`config.mk`:
```
export PLATFORM = sky130hd
export DESIGN_NAME = codec_init_sequencer_flat
export DESIGN_NICKNAME = d
export VERILOG_FILES = /design/src/rtl/codec_init_sequencer_if.sv /design/src/rtl/codec_init_sequencer.sv /design/src/flat_wrapper.sv
export SDC_FILE = /design/constraint.sdc
export NUM_CORES = 1
export LEC_CHECK = 0
export CAP_MARGIN = 30
export CORE_ASPECT_RATIO = 2
export CORE_MARGIN = 2
export CORE_UTILIZATION = 30
export CTS_BUF_LIST = sky130_fd_sc_hd__clkbuf_8
export DETAILED_ROUTE_END_ITERATION = 16
export GPL_ROUTABILITY_DRIVEN = 1
export PLACE_DENSITY = 0.64
export SLEW_MARGIN = 15
export SYNTH_ARGS = -nofsm -noshare
export SYNTH_HDL_FRONTEND = slang
export SYNTH_SLANG_ARGS = --single-unit
```
`constraint.sdc`:
```
create_clock -name i_clk -period 1.42 [get_ports i_clk]
set_input_delay 0.142 -clock i_clk [delete_from_list [all_inputs] [get_ports i_clk]]
set_output_delay 0.142 -clock i_clk [all_outputs]
set_load 0.02 [all_outputs]
```
`src/rtl/codec_init_sequencer_if.sv`:
```
// Handshake bundle between the init sequencer, the config-table ROM and the I2C byte sender.
interface codec_init_sequencer_if #(
  parameter int AW = 3,
  parameter int W  = 24
);
  logic          i_reinit;
  logic [AW-1:0] o_rom_addr;
  logic [W-1:0]  i_rom_data;
  logic          o_start;
  logic [W-1:0]  o_dat;
  logic          i_finished;
  logic          i_nack;
  logic          o_busy;
  logic          o_init_finish;
  logic          o_error;
  logic [AW-1:0] o_err_index;

  modport master (
    input  i_reinit, i_rom_data, i_finished, i_nack,
    output o_rom_addr, o_start, o_dat, o_busy, o_init_finish, o_error, o_err_index
  );
  modport slave (
    output i_reinit, i_rom_data, i_finished, i_nack,
    input  o_rom_addr, o_start, o_dat, o_busy, o_init_finish, o_error, o_err_index
  );
endinterface

```
`src/rtl/codec_init_sequencer.sv`:
```
// Walks an NUM_ENTRIES-word codec init table and hands each word to the I2C sender.
// Macro INIT_RETRY_EN: retry a NACKed word up to MAX_RETRY times before flagging an error.
module codec_init_sequencer #(
  parameter int NUM_ENTRIES = 6,
  parameter int BYTE        = 3,
  parameter int GAP_CYCLES  = 1000,
  parameter int MAX_RETRY   = 3,
  parameter int AUTO_START  = 1,
  parameter int AW          = (NUM_ENTRIES > 1) ? $clog2(NUM_ENTRIES) : 1
) (
  input logic                    i_clk,
  input logic                    i_rst,
  codec_init_sequencer_if.master bus
);
  localparam int              GW       = $clog2(GAP_CYCLES + 1);
  localparam logic [AW-1:0]   LAST     = AW'(NUM_ENTRIES - 1);
  localparam logic [GW-1:0]   GAP_LAST = GW'(GAP_CYCLES - 1);

  typedef enum logic [2:0] {IDLE, FETCH, LOAD, START, WAIT, GAP, DONE, ERROR} state_t;

  state_t        state, state_n;
  logic [AW-1:0] cnt;
  logic [GW-1:0] gap_cnt;
  logic          gap_to_start;
  logic          fin, restart, can_retry;
  logic          start_n, busy_n, finish_n, error_n;

  assign fin     = (state == WAIT) && bus.i_finished;
  assign restart = ((state == DONE) || (state == ERROR)) && bus.i_reinit;

`ifdef INIT_RETRY_EN
  localparam int RW = (MAX_RETRY > 0) ? $clog2(MAX_RETRY + 1) : 1;
  logic [RW-1:0] retry;

  assign can_retry = (retry < RW'(MAX_RETRY));

  always_ff @(posedge i_clk) begin
    if (i_rst || restart)    retry <= '0;
    else if (fin) begin
      if (!bus.i_nack)       retry <= '0;
      else if (can_retry)    retry <= retry + 1'b1;
    end
  end
`else
  // retries compiled out: every NACK is fatal
  assign can_retry = (MAX_RETRY < 0);
`endif

  always_ff @(posedge i_clk) begin
    if (i_rst) state <= IDLE;
    else       state <= state_n;
  end

  always_comb begin
    state_n = state;
    case (state)
      IDLE:  if (AUTO_START != 0 || bus.i_reinit) state_n = FETCH;
      FETCH: state_n = LOAD;
      LOAD:  state_n = START;
      START: state_n = WAIT;
      WAIT: if (bus.i_finished) begin
        if (!bus.i_nack) state_n = (cnt == LAST) ? DONE : GAP;
        else             state_n = can_retry ? GAP : ERROR;
      end
      GAP:   if (gap_cnt == GAP_LAST) state_n = gap_to_start ? START : FETCH;
      DONE, ERROR: if (bus.i_reinit) state_n = FETCH;
      default: state_n = IDLE;
    endcase
  end

  // Outputs are registered from the next state so they line up with the state they describe.
  always_comb begin
    start_n  = (state_n == START);
    busy_n   = !(state_n inside {IDLE, DONE, ERROR});
    finish_n = (state_n == DONE);
    error_n  = (state_n == ERROR);
  end

  always_ff @(posedge i_clk) begin
    if (i_rst) begin
      cnt               <= '0;
      gap_cnt           <= '0;
      gap_to_start      <= 1'b0;
      bus.o_start       <= 1'b0;
      bus.o_busy        <= 1'b0;
      bus.o_init_finish <= 1'b0;
      bus.o_error       <= 1'b0;
      bus.o_rom_addr    <= '0;
      bus.o_dat         <= '0;
      bus.o_err_index   <= '0;
    end else begin
      bus.o_start       <= start_n;
      bus.o_busy        <= busy_n;
      bus.o_init_finish <= finish_n;
      bus.o_error       <= error_n;
      bus.o_err_index   <= (state_n == ERROR) ? cnt : '0;
      if (state_n == FETCH) bus.o_rom_addr <= restart ? '0 : cnt;
      if (state == LOAD)    bus.o_dat      <= bus.i_rom_data[BYTE*8-1:0];
      gap_cnt <= (state == GAP && gap_cnt != GAP_LAST) ? gap_cnt + 1'b1 : '0;
      if (fin) gap_to_start <= bus.i_nack;
      if (fin && !bus.i_nack && cnt != LAST) cnt <= cnt + 1'b1;
      else if (restart)                      cnt <= '0;
    end
  end
endmodule

```
`src/flat_wrapper.sv`:
```
// flat-port wrapper written by rule: the top's interface ports become plain ports
module codec_init_sequencer_flat 
#(
  parameter int NUM_ENTRIES = 6,
  parameter int BYTE        = 3,
  parameter int GAP_CYCLES  = 1000,
  parameter int MAX_RETRY   = 3,
  parameter int AUTO_START  = 1,
  parameter int AW          = (NUM_ENTRIES > 1) ? $clog2(NUM_ENTRIES) : 1
)
  (i_clk, i_rst, bus_i_reinit, bus_i_rom_data, bus_i_finished, bus_i_nack, bus_o_rom_addr, bus_o_start, bus_o_dat, bus_o_busy, bus_o_init_finish, bus_o_error, bus_o_err_index);
  codec_init_sequencer_if #(.AW(AW), .W(24)) bus_i ();
  input logic i_clk;
  input logic i_rst;
  input wire logic [$bits(bus_i.i_reinit)-1:0] bus_i_reinit;
  input wire logic [$bits(bus_i.i_rom_data)-1:0] bus_i_rom_data;
  input wire logic [$bits(bus_i.i_finished)-1:0] bus_i_finished;
  input wire logic [$bits(bus_i.i_nack)-1:0] bus_i_nack;
  output wire logic [$bits(bus_i.o_rom_addr)-1:0] bus_o_rom_addr;
  output wire logic [$bits(bus_i.o_start)-1:0] bus_o_start;
  output wire logic [$bits(bus_i.o_dat)-1:0] bus_o_dat;
  output wire logic [$bits(bus_i.o_busy)-1:0] bus_o_busy;
  output wire logic [$bits(bus_i.o_init_finish)-1:0] bus_o_init_finish;
  output wire logic [$bits(bus_i.o_error)-1:0] bus_o_error;
  output wire logic [$bits(bus_i.o_err_index)-1:0] bus_o_err_index;
  assign bus_i.i_reinit = bus_i_reinit;
  assign bus_i.i_rom_data = bus_i_rom_data;
  assign bus_i.i_finished = bus_i_finished;
  assign bus_i.i_nack = bus_i_nack;
  assign bus_o_rom_addr = bus_i.o_rom_addr;
  assign bus_o_start = bus_i.o_start;
  assign bus_o_dat = bus_i.o_dat;
  assign bus_o_busy = bus_i.o_busy;
  assign bus_o_init_finish = bus_i.o_init_finish;
  assign bus_o_error = bus_i.o_error;
  assign bus_o_err_index = bus_i.o_err_index;
  codec_init_sequencer #(.NUM_ENTRIES(NUM_ENTRIES), .BYTE(BYTE), .GAP_CYCLES(GAP_CYCLES), .MAX_RETRY(MAX_RETRY), .AUTO_START(AUTO_START), .AW(AW)) u_core (.i_clk(i_clk), .i_rst(i_rst), .bus(bus_i));
endmodule
```
; ---- Word-level counts from Yosys, hierarchy flattened
; Index checks and enable logic that the tools add are counted.
[word_totals]
regBits = 51
inputBits = 29
output_inout_bits = 34
word_cells = 53
[op_classes]
addsub = 2
n_eq_ne = 15
mux = 9
bitwise_logic = 2
n_reduce_logical = 14
[op_table]
columns = op, count
row1 = $eq A3 B3 Y1 const B, 7
row2 = $pmux W3 S7, 1
row3 = $mux W3, 6
row4 = $add A10 B1 Y10 const B, 1
row5 = $eq A10 B10 Y1 const B, 1
row6 = $ne A10 B10 Y1 const B, 1
row7 = $eq A3 B2 Y1 const B, 3
row8 = $eq A3 B1 Y1 const B, 2
row9 = $logic_not A3 Y1, 2
row10 = $reduce_or A2 Y1, 3
row11 = $logic_and A1 B1 Y1, 5
row12 = $mux W2, 2
row13 = $add A3 B1 Y3 const B, 1
row14 = $ne A3 B3 Y1 const B, 1
row15 = $reduce_bool A3 Y1, 1
row16 = $logic_not A1 Y1, 2
row17 = $not A1 Y1, 2
row18 = $logic_or A1 B1 Y1, 1

; ---- Depth between registers and ports, before layout
; Gate-level depths: netlist of run 1.
[depth]
word_depth = 8
mapped_depth = 7
ltp_nobuf = 7

; ---- Least setup slack after synthesis of run 1
; No wires, ideal clock.
[synth_path]
kind = reg2reg
from = register u_core.cnt[1]
to = register u_core.bus.o_rom_addr[0]
setup_ns = 0.119
t_arrival_ns = 1.438
slack_ns = -0.138
path_stages_with_launch = 8
n_path_buf = 0
synth_period_minus_slack_ns = 1.558
cell_sequence = dfxtp_1 -> inv_1 -> ha_1 -> a21oi_1 -> nor2b_4 -> nor3b_2 -> nand3_2 -> mux2i_1
[synth_via]
elab_chain_len = 6
[synth_lines]
columns = element, line
row1 = from (decl), codec_init_sequencer.sv:22  ; logic [AW-1:0] cnt;
row2 = from (signal assigned), codec_init_sequencer.sv:101  ; if (fin && !bus.i_nack && cnt != LAST) cnt <= cnt + 1'b1;
row3 = $eq A3 B3 Y1, codec_init_sequencer.sv:62  ; if (!bus.i_nack) state_n = (cnt == LAST) ? DONE : GAP;
row4 = $mux W2, codec_init_sequencer.sv:62
row5 = $mux W3, codec_init_sequencer.sv:62
row6 = $mux W3, codec_init_sequencer.sv:61  ; WAIT: if (bus.i_finished) begin
row7 = $pmux W3 S7, codec_init_sequencer.sv:56  ; case (state)
row8 = $eq A3 B1 Y1, codec_init_sequencer.sv:97  ; if (state_n == FETCH) bus.o_rom_addr <= restart ? '0 : cnt;
row9 = to (signal assigned), codec_init_sequencer.sv:97
row10 = to (decl), codec_init_sequencer_if.sv:20  ; output o_rom_addr, o_start, o_dat, o_busy, o_init_finish, o_error, o_err_index
; No other way between the ends.
; A chain may end at the register's enable or synchronous reset.

; ---- Worst setup path in the final report of run 1
[layout_path]
from = register u_core.cnt[1]
to = register u_core.bus.o_rom_addr[1]
[layout_via]
elab_chain_len = 6
[layout_lines]
columns = element, line
row1 = $eq A3 B3 Y1, codec_init_sequencer.sv:62
row2 = $mux W2, codec_init_sequencer.sv:62
row3 = $mux W3, codec_init_sequencer.sv:62
row4 = $mux W3, codec_init_sequencer.sv:61
row5 = $pmux W3 S7, codec_init_sequencer.sv:56
row6 = $eq A3 B1 Y1, codec_init_sequencer.sv:97
; Several ways; a longest one is shown, not always the timed one.

==> results.json, run 1 <==
{
  "num_rows": 42,
  "failed_checks": "setup timing",
  "r2r_setup_slack_ps": -40,
  "maxSlewViolCount": 0,
  "grt.overflow.total": 0,
  "vias_per_cell": 4.53,
  "outcome": "finished, violations left",
  "cap_violations": 0,
  "vias": 1878,
  "cts_tree": "built",
  "htreeDepth": 2,
  "tightest_slew_ps": 270,
  "fin_skew_ps": 6.41,
  "post_drt_wl_per_cell_um": 12.8,
  "synth-main-ff-cell": "dfxtp_1",
  "drt_iter0_markers": 77,
  "dieArea_sq_um": 7460,
  "fin_crit_sh_pct": 102,
  "setup_violations": 4,
  "nets": 358,
  "ios": 63,
  "ys_async_sr_fraction_pct": 0,
  "drive_above_1_share_pct": 21.7,
  "clock-sinks": 51,
  "die_x_um": 62.1,
  "synth_area_sq_um": 2020,
  "worst_r2r_path_depth": 7,
  "yosysWarnings": 0,
  "finalPower_w": 0.00296,
  "areaGrowthSynthToFinish_pct": 60.1,
  "drc": 0,
  "ys_ff_latch": 51,
  "wl_um": 5330,
  "clockBufferDepth": 2,
  "ys_types": 35,
  "num_antenna_cells": 0,
  "hold_ws_ps": 377,
  "startpoint_type": "flop",
  "syn_avg_cell_area_sq_um": 8.57,
  "reg2reg_to": "u_core.bus.o_rom_addr[1]",
  "ctsHoldBuffers": 0,
  "timing.rr.start": "u_core.cnt[1]",
  "slew_headroom_pct": 81.9,
  "dr.pass1.iters": 4,
  "cts_buffers": 5,
  "worstPathArrival_ps": 1660,
  "hold_violations": 0,
  "clockRootBuffer": "clkbuf_8",
  "start_util_pct": 30.8,
  "min-delay-start": "bus_i_rom_data[15]",
  "worstSetupPathType": "reg -> reg",
  "grt_max_degree": 25,
  "antenna_found_initial": 0,
  "peakVddDrop_mv": 0.541,
  "ys_seq_area_share_pct": 50.5,
  "clk_latency_ps": 310,
  "whs_path_depth": 3,
  "p_leak_nw": 1.57,
  "fmax_ghz": 0.687,
  "grt_pass1_wl_um": 8180,
  "cts.clk_slew.worst_paths_ps": 90,
  "hold-path-endpoint": "u_core.bus.o_dat[15]",
  "rsz0062_at_grt": "yes",
  "core_area_sq_um": 6570,
  "io_buffer_count": 62,
  "route.antenna.remaining_nets": 0,
  "synth_edf_count": 0,
  "gp_congestion": 0.881,
  "dp_hpwl_um": 3990,
  "required_ps": 1620,
  "fin_ws_ps": -35.1,
  "syn-instance-count": 236,
  "p_per_area_nw_per_um2": 915,
  "die_h_um": 120,
  "syn_nets": 268,
  "grt_pass1_vias": 1787,
  "crit_path_end_kind": "flop",
  "fin_crit_ps": 1460,
  "min_path_type": "in -> reg",
  "grt_use_total_pct": 14.5,
  "worstPathMaxFanout": 3
}
==> metrics by stage <==
| step | setup slack (ps) | setup TNS (ps) | cells | util [%] | instance area, sq um |
|---|---|---|---|---|---|
| floorplan | 6.66 | 0 | 236 | - | 2030 |
| global placement | -125 | -630 | 406 | 45.1 | 2960 |
| detailed placement | -158 | -1020 | 406 | 45.1 | 2960 |
| CTS | -24.6 | -39.6 | 414 | 46.9 | 3080 |
| global route | -108 | -506 | 415 | 49.3 | 3240 |
| finish | -35.1 | -108 | 415 | 49.3 | 3240 |
==> worst max-delay path, stage by stage, from the launching register on <==
cell	delay, ps
dfxtp_2	340
inv_2	50
ha_4	160
a21oi_4	180
nor2b_4	70
nor3b_4	280
nand3_4	130
mux2i_1	140
==> registers in the layout, indices dropped and copies added, names as in the netlist, 3 cells and up <==
register / cells
u_core.state: 3
u_core.gap_cnt: 10
u_core.bus.o_rom_addr: 3
u_core.bus.o_dat: 24
u_core.cnt: 3
u_core.bus.o_err_index: 3
==> worst max-delay path by stage <==
stage	start	depth (start not counted)	to	slack, ps
after global placement	bus_i_reinit	6	u_core.bus.o_rom_addr[0]	-120
after global routing	u_core.gap_cnt[2]	5	u_core.bus.o_rom_addr[1]	-110
final	u_core.cnt[1]	7	u_core.bus.o_rom_addr[1]	-40
after detailed placement	bus_i_reinit	6	u_core.bus.o_rom_addr[1]	-160
after CTS	u_core.gap_cnt[1]	7	u_core.bus.o_rom_addr[1]	-20
after floorplan	u_core.gap_cnt[0]	6	u_core.bus.o_rom_addr[0]	7
==> report_power, final <==
part / switching (W) / internal (W)
Sequential: 0.0000419 / 0.00149
Combinational: 0.000272 / 0.000293
Clock: 0.000473 / 0.000393
Total: 0.000786 / 0.00218
==> timing repair <==
item                       in CTS  in global routing
resized for setup              17                 44
setup buffers                   0                  2
gates cloned                    0                  0
setup endpoints to repair      17                 41
hold endpoints to repair        0                  0
pin swaps                       6                  8
==> cell usage after synthesis, drive strengths merged (4+ instances only) <==
cell type  instances  area share (%)
nand3              5             1.5
nand2             57              11
dfxtp             51              50
mux2i              6             3.0
nand2b             4             1.2
o21ai              4             1.5
a21oi             32             7.9
xnor2              4             1.7
nor2b              7             2.5
nor2              19             3.5
buf                6             1.7
clkbuf             7             1.3
==> final cells by class <==
cell class	instances	area (sq um)
clock buffers	6	82.6
fillers	617	3330
flip-flops and latches	51	1030
multi-input cells	169	1040
clock inverters	2	12.5
inverters	3	11.3
repair buffers	96	948
well taps	88	110
==> per-layer routing <==
layer / global-route usage (%) / routed length, um / vias up
li1: - / - / 960
met1: 14.8 / 1980 / 856
met2: 26.9 / 2990 / 57
met3: 2.80 / 279 / 5
met4: 5.59 / 84 / 0
met5: 0 / 0 / -
==> cell families after synthesis <==
family,synth area share (%)
simple gates,27.5
flops,50.5
compound gates,10.6
buf+inv,3.59
xor+xnor,3.03
mux,2.97
fa+ha+maj,1.86
==> cell usage in the layout (no fill, tap or decap), types with 4 or more instances in the layout <==
cell type,count
nor2_1,16
clkbuf_8,6
nand3_1,4
xnor2_1,4
dlygate4sd2_1,5
a21oi_1,29
dfxtp_2,4
nand2b_1,4
nand2_1,56
clkdlybuf4s50_1,35
nor2b_1,5
dlymetal6s2s_1,22
buf_4,30
dfxtp_1,45
mux2i_1,6
Note: power is estimated with default switching activity, not from simulation.
==> run 2, diff against run 1 <==
--- a/config.mk
+++ b/config.mk
@@ -6,13 +6,15 @@
 export NUM_CORES = 1
 export LEC_CHECK = 0
 export CAP_MARGIN = 30
+export CELL_PAD_IN_SITES_DETAIL_PLACEMENT = 0
+export CELL_PAD_IN_SITES_GLOBAL_PLACEMENT = 2
 export CORE_ASPECT_RATIO = 2
 export CORE_MARGIN = 2
-export CORE_UTILIZATION = 30
+export CORE_UTILIZATION = 25
 export CTS_BUF_LIST = sky130_fd_sc_hd__clkbuf_8
 export DETAILED_ROUTE_END_ITERATION = 16
 export GPL_ROUTABILITY_DRIVEN = 1
-export PLACE_DENSITY = 0.64
+export PLACE_DENSITY = 0.84
 export SLEW_MARGIN = 15
 export SYNTH_ARGS = -nofsm -noshare
 export SYNTH_HDL_FRONTEND = slang
==> run 2 against run 1 <==
Net effect:
- the run still ends with setup timing left
- clock power fell by 9.2%
- cell count up 3.9%
- die area increased by 19%
- sequential share of layout area down 0.44 points
- wire length increased by 4.5%
- maximum frequency up 1.4%
- non-clock buffer count is 8 higher
- sequential power about the same
- largest cell class unchanged
==> results.json, run 2 (synthesis results as in run 1) <==
{
  "outcome": "finished, violations left",
  "failed_checks": "setup timing",
  "worstSetupPathType": "reg -> reg",
  "num_antenna_cells": 0,
  "slowest_stage": "dfxtp_2",
  "p_leak_nw": 1.51,
  "cts_tree": "built",
  "tns_ps": -30.5,
  "die_h_um": 131,
  "dr.pass1.iters": 4,
  "num_rows": 46,
  "peakVddDrop_mv": 0.582,
  "vias": 1901,
  "gp_congestion": 0.895,
  "tightest_slew_ps": 388,
  "pre_cts_slack_ps": -207,
  "critPathLaunch": "u_core.cnt[1]",
  "clockBufferDepth": 2,
  "cp_num_buf_inv": 1,
  "crit_cells": 7,
  "hold_violations": 0,
  "vias_per_cell": 4.41,
  "required_ps": 1620,
  "final_cell_mix": "56 x nand2_1, 44 x dfxtp_1, 36 x buf_4, 35 x clkdlybuf4s50_1, 29 x a21oi_1",
  "areaGrowthSynthToFinish_pct": 62.5,
  "startpoint_type": "flop",
  "die_x_um": 67.6,
  "design_area_sq_um": 3290,
  "p_per_area_nw_per_um2": 883,
  "largest_register": "u_core.bus.o_dat",
  "setup_violations": 3,
  "fin_crit_ps": 1430,
  "cts.clk_slew.worst_paths_ps": 90,
  "hold_ws_ps": 377,
  "clockRootBuffer": "clkbuf_8",
  "wl_um": 5570,
  "clock-sinks": 51,
  "start_util_pct": 25.7,
  "grt_pass1_wl_um": 8790,
  "worstPathArrival_ps": 1630,
  "clk_latency_ps": 300,
  "final_common_cell": "nand2_1",
  "fin_crit_sh_pct": 101,
  "fin_skew_ps": 3.27,
  "ctsHoldBuffers": 0,
  "path_cells": "inv_2, ha_4, a21oi_4, nor2b_4, nor3b_4, nand3_2, mux2i_1",
  "grt.overflow.total": 0,
  "drive_above_1_share_pct": 23.9,
  "grt_use_total_pct": 13.2,
  "core_area_sq_um": 7890,
  "io_buffer_count": 62,
  "slew_headroom_pct": 73.9,
  "fin_ws_ps": -14.6,
  "top_regs": "u_core.bus.o_dat: 24 flops, u_core.gap_cnt: 10 flops",
  "cap_violations": 0,
  "dp_hpwl_um": 4260,
  "route.antenna.remaining_nets": 0,
  "worst_r2r_path_depth": 7,
  "min_path_type": "in -> reg",
  "rsz0062_at_grt": "yes",
  "drc": 0,
  "grt_max_degree": 25,
  "fmax_ghz": 0.697,
  "crit_path_end_kind": "flop",
  "reg2reg_to": "u_core.bus.o_rom_addr[0]",
  "antenna_found_initial": 0,
  "grt_pass1_vias": 1894,
  "ios": 63,
  "post_drt_wl_per_cell_um": 12.9,
  "timing.rr.start": "u_core.cnt[1]",
  "post_dp_cell_area_sq_um": 3060,
  "htreeDepth": 2,
  "dieArea_sq_um": 8870,
  "maxSlewViolCount": 0,
  "cp-endpoint": "u_core.bus.o_rom_addr[0]",
  "drt_iter0_markers": 38,
  "min-delay-start": "bus_i_rom_data[16]",
  "cts_buffers": 5,
  "nets": 366,
  "r2r_setup_slack_ps": -10,
  "largest_reg_flops": 24,
  "crit_path_max_incr_delay_ps": 340,
  "worstPathMaxFanout": 3,
  "crit_family": "simple AND/OR/NAND/NOR gates"
}
[run 2: how the worst min path moves through the flow]
stage                                       to  slack (ps)  cells after the start
after floorplan             u_core.bus.o_error         230                      1
after global placement     u_core.bus.o_dat[9]         440                      2
after detailed placement   u_core.bus.o_dat[2]         450                      2
after CTS                 u_core.bus.o_dat[16]         360                      3
after global routing      u_core.bus.o_dat[12]         380                      3
final                     u_core.bus.o_dat[16]         380                      3
[run 2: per-layer routing]
metal	share of wire (%)	track usage [%]
met1	35	12.9
met2	57	24.6
met3	4.3	2.40
met4	3.2	6.80
met5	0	0
[run 2: report_power, final]
part / internal [W] / total, W / switching, W
clock network: 0.000332 / 0.000786 / 0.000453
registers: 0.00149 / 0.00153 / 0.0000423
logic: 0.000306 / 0.000585 / 0.000279
[run 2: cell type report]
type                            instances  area [sq um]
Clock buffer                            5          68.8
Clock inverter                          3          12.5
Fill cell                             815          4600
Inverter                                3          11.3
Multi-Input combinational cell        169          1040
Sequential cell                        51          1030
Tap cell                               96           120
Timing Repair Buffer                  104          1000
[run 2: what timing repair did]
item | in CTS | in global routing
resized for setup | 31 | 31
setup endpoints to repair | 28 | 31
setup buffers | 1 | 2
pin swaps | 6 | 9
[run 2: stage by stage]
stage          power (W)  util [%]  instances
6_report         0.00290      41.7        431
5_1_grt          0.00307      41.7        431
4_1_cts          0.00296      40.4        429
3_5_place_dp     0.00215      38.7        422
3_3_place_gp     0.00214      38.7        422
2_1_floorplan    0.00184         -        236
[run 2: worst min-delay path: stages]
cell	delay, ps
clkdlybuf4s50_1	400
nand2_1	50
a21oi_1	50
==> run 3, diff against run 2 <==
--- a/config.mk
+++ b/config.mk
@@ -15,7 +15,7 @@
 export DETAILED_ROUTE_END_ITERATION = 16
 export GPL_ROUTABILITY_DRIVEN = 1
 export PLACE_DENSITY = 0.84
-export SLEW_MARGIN = 15
+export SLEW_MARGIN = 30
 export SYNTH_ARGS = -nofsm -noshare
 export SYNTH_HDL_FRONTEND = slang
 export SYNTH_SLANG_ARGS = --single-unit
==> results of run 3 <==
The final DEF is identical to that of run 2; final timing and power are the same.
==> RTL change: new RTL, settings of run 3 <==
The option `INIT_RETRY_EN` is turned on by a define.
--- a/src/rtl/codec_init_sequencer.sv
+++ b/src/rtl/codec_init_sequencer.sv
@@ -1,5 +1,7 @@
 // Walks an NUM_ENTRIES-word codec init table and hands each word to the I2C sender.
 // Macro INIT_RETRY_EN: retry a NACKed word up to MAX_RETRY times before flagging an error.
+`define INIT_RETRY_EN
+
 module codec_init_sequencer #(
   parameter int NUM_ENTRIES = 6,
   parameter int BYTE        = 3,
Check against the original RTL: not equivalent (Yosys sat finds a counterexample within 10 cycles, from zero or initial values and one cycle with i_rst high).
==> RTL change against run 3 <==
The run still ends with negative setup slack left. Total power increased by 4.7%. Global-route usage decreased by 1.6 points. Cell area increased by 5.5%. Routed wire length increased by 4.6%. Area after synthesis increased by 8.2%. Worst setup slack got worse by 160 ps. Sequential power increased by 3%. Die area increased by 7.9%. First-iteration DRC count increased by 130%. Fmax decreased by 10%. Sequential cell count increased by 2. Critical path depth decreased by 2. Critical endpoint is now u_core.bus.o_err_index[2]$_SDFF_PP0_. Largest cell class unchanged.
==> RTL change: results (changes against run 3) <==
| Step | Parameter | This run | Change |
|:---|:---|:---|:---|
| global routing | Via count of the first global-routing pass | 1,918 | was 1,894 |
| sta | Summed negative setup slack over all endpoints | -993 ps | was -30.5 ps |
| sta | Final WS setup | -177 ps | was -14.6 ps |
| power | Reported leakage power | 1.68 nW | was 1.51 nW |
| worst setup path | Startpoint of the worst-slack reg-to-reg timing path | u_core.state[2]$_SDFF_PP0_ | was u_core.cnt[1]$_SDFF_PP0_ |
| worst setup path | Capturing point of the worst reg2reg path | u_core.bus.o_err_index[2]$_SDFF_PP0_ | was u_core.bus.o_rom_addr[0]$_SDFFE_PP0N_ |
| yosys | Largest cells by area after synthesis | dfxtp_1 48%, nand2_1 10%, a21oi_1 7.1%, nor2_1 3.6%, ha_1 2.3% | was dfxtp_1 50%, nand2_1 11%, a21oi_1 7.9%, nor2_1 3.5%, mux2i_1 3.0% |
| run status | Result of the run | finished, violations left | unchanged |
| worst setup path | Slowest stage cell on the critical path | or3_4 | was dfxtp_2 |
| drt | DRC violation total after the first TritonRoute iteration | 87 | was 38 |
| drt | Routed Wire Length | 5830 µm | was 5570 µm |
| placement | Detailed Place HPWL | 4230 µm | was 4260 µm |
| worst setup path | Reg2reg path depth | 5 | was 7 |
| power | Max VDD drop | 0.349 mV | was 0.582 mV |
| run status | Violations in the final reports | negative setup slack | unchanged |
| placement | GP Congestion | 0.795 | was 0.895 |
| sta | Final setup fails | 9 | was 3 |
| yosys | Leading post-synthesis cells by instance count | 61 x nand2_1, 53 x dfxtp_1, 31 x a21oi_1 | was 57 x nand2_1, 51 x dfxtp_1, 32 x a21oi_1 |
| sta | Max transition margin | 76.6% | was 73.9% |
| placement | Worst setup slack before clock tree synthesis | -305 ps | was -207 ps |
| final layout | Share of layout cells above drive strength 1 | 22.9% | was 23.9% |
| global routing | GRT Total Usage | 11.6% | was 13.2% |
| drt | Via/cell ratio | 4.48 | was 4.41 |
| worst setup path | Crit-path max cell delay | 420 ps | was 340 ps |
| global routing | First-pass GRT wire length | 8800 µm | was 8790 µm |
| worst setup path | Required time of the critical path | 1680 ps | was 1620 ps |
| worst setup path | CP max FO | 5 | was 3 |
| global routing | Initial antenna violation count | 0 | unchanged |
## RTL change: cell count changes after synthesis, moves of 3 or more
cell and change:
nand2_1 +4, nand3b_1 +3, buf_2 -3, nor2b_1 -5
## RTL change: worst min-delay path, stage by stage
cell and delay (ps):
clkdlybuf4s50_1 390, nand2_1 60, a21oi_1 50
## RTL change: worst min-delay path by stage
stage / startpoint / endpoint / slack [ps] / cells past startpoint
after floorplan: i_rst / u_core.bus.o_error$_SDFF_PP0_ / 220 / 1
after global placement: u_core.bus.o_dat[2]$_SDFFE_PP0P_ / u_core.bus.o_dat[2]$_SDFFE_PP0P_ / 440 / 2
after detailed placement: u_core.bus.o_dat[0]$_SDFFE_PP0P_ / u_core.bus.o_dat[0]$_SDFFE_PP0P_ / 450 / 2
after CTS: bus_i_rom_data[0] / u_core.bus.o_dat[0]$_SDFFE_PP0P_ / 370 / 3
after global routing: bus_i_rom_data[18] / u_core.bus.o_dat[18]$_SDFFE_PP0P_ / 370 / 3
final: bus_i_rom_data[18] / u_core.bus.o_dat[18]$_SDFFE_PP0P_ / 370 / 3
## RTL change: cell families after synthesis
kind of cell,synth area share (%)
xor gates and xnor gates,2.80
DFF,48.5
and+or+nand+nor,30.6
buffers and inverters,3.83
adders and majority gates,2.29
AOI/OAI and AO/OA,10.2
muxes,1.83
## RTL change: routing by layer
metal	global-route usage (%)	part of all wire [%]	vias to the layer above
met5	0	0	-
met4	4.49	1.6	0
met3	2.15	3.7	7
met2	23.3	58	45
met1	11.4	36	916
li1	-	-	1024
## RTL change: area by class of cell
type,count,area (µm²)
multi-input cells,180,1150
clock buffers,6,82.6
fillers,868,5120
repair buffers,102,1020
inverters,3,11.3
clock inverters,1,3.75
well taps,100,125
flip-flops and latches,53,1070
## RTL change: where the power goes
part	internal, mW	switching, mW	total (mW)
sequential	1.55	0.0383	1.58
clock	0.381	0.471	0.852
combinational	0.323	0.282	0.605
total	2.25	0.791	3.04
## RTL change: through the flow
stage	hold slack [ps]	power (mW)	cells	area [µm²]
floorplan	221	1.91	250	2230
global placement	440	2.18	433	3170
detailed placement	446	2.19	433	3170
CTS	369	3.05	442	3300
global route	374	3.19	445	3470
finish	374	3.04	445	3470
## RTL change: timing repair
action                     CTS  global route
hold buffers                 0             0
gates cloned                 0             1
gates resized for setup     15            36
buffers inserted             2             3
pin swaps                    9            12
setup endpoints to repair   41            67
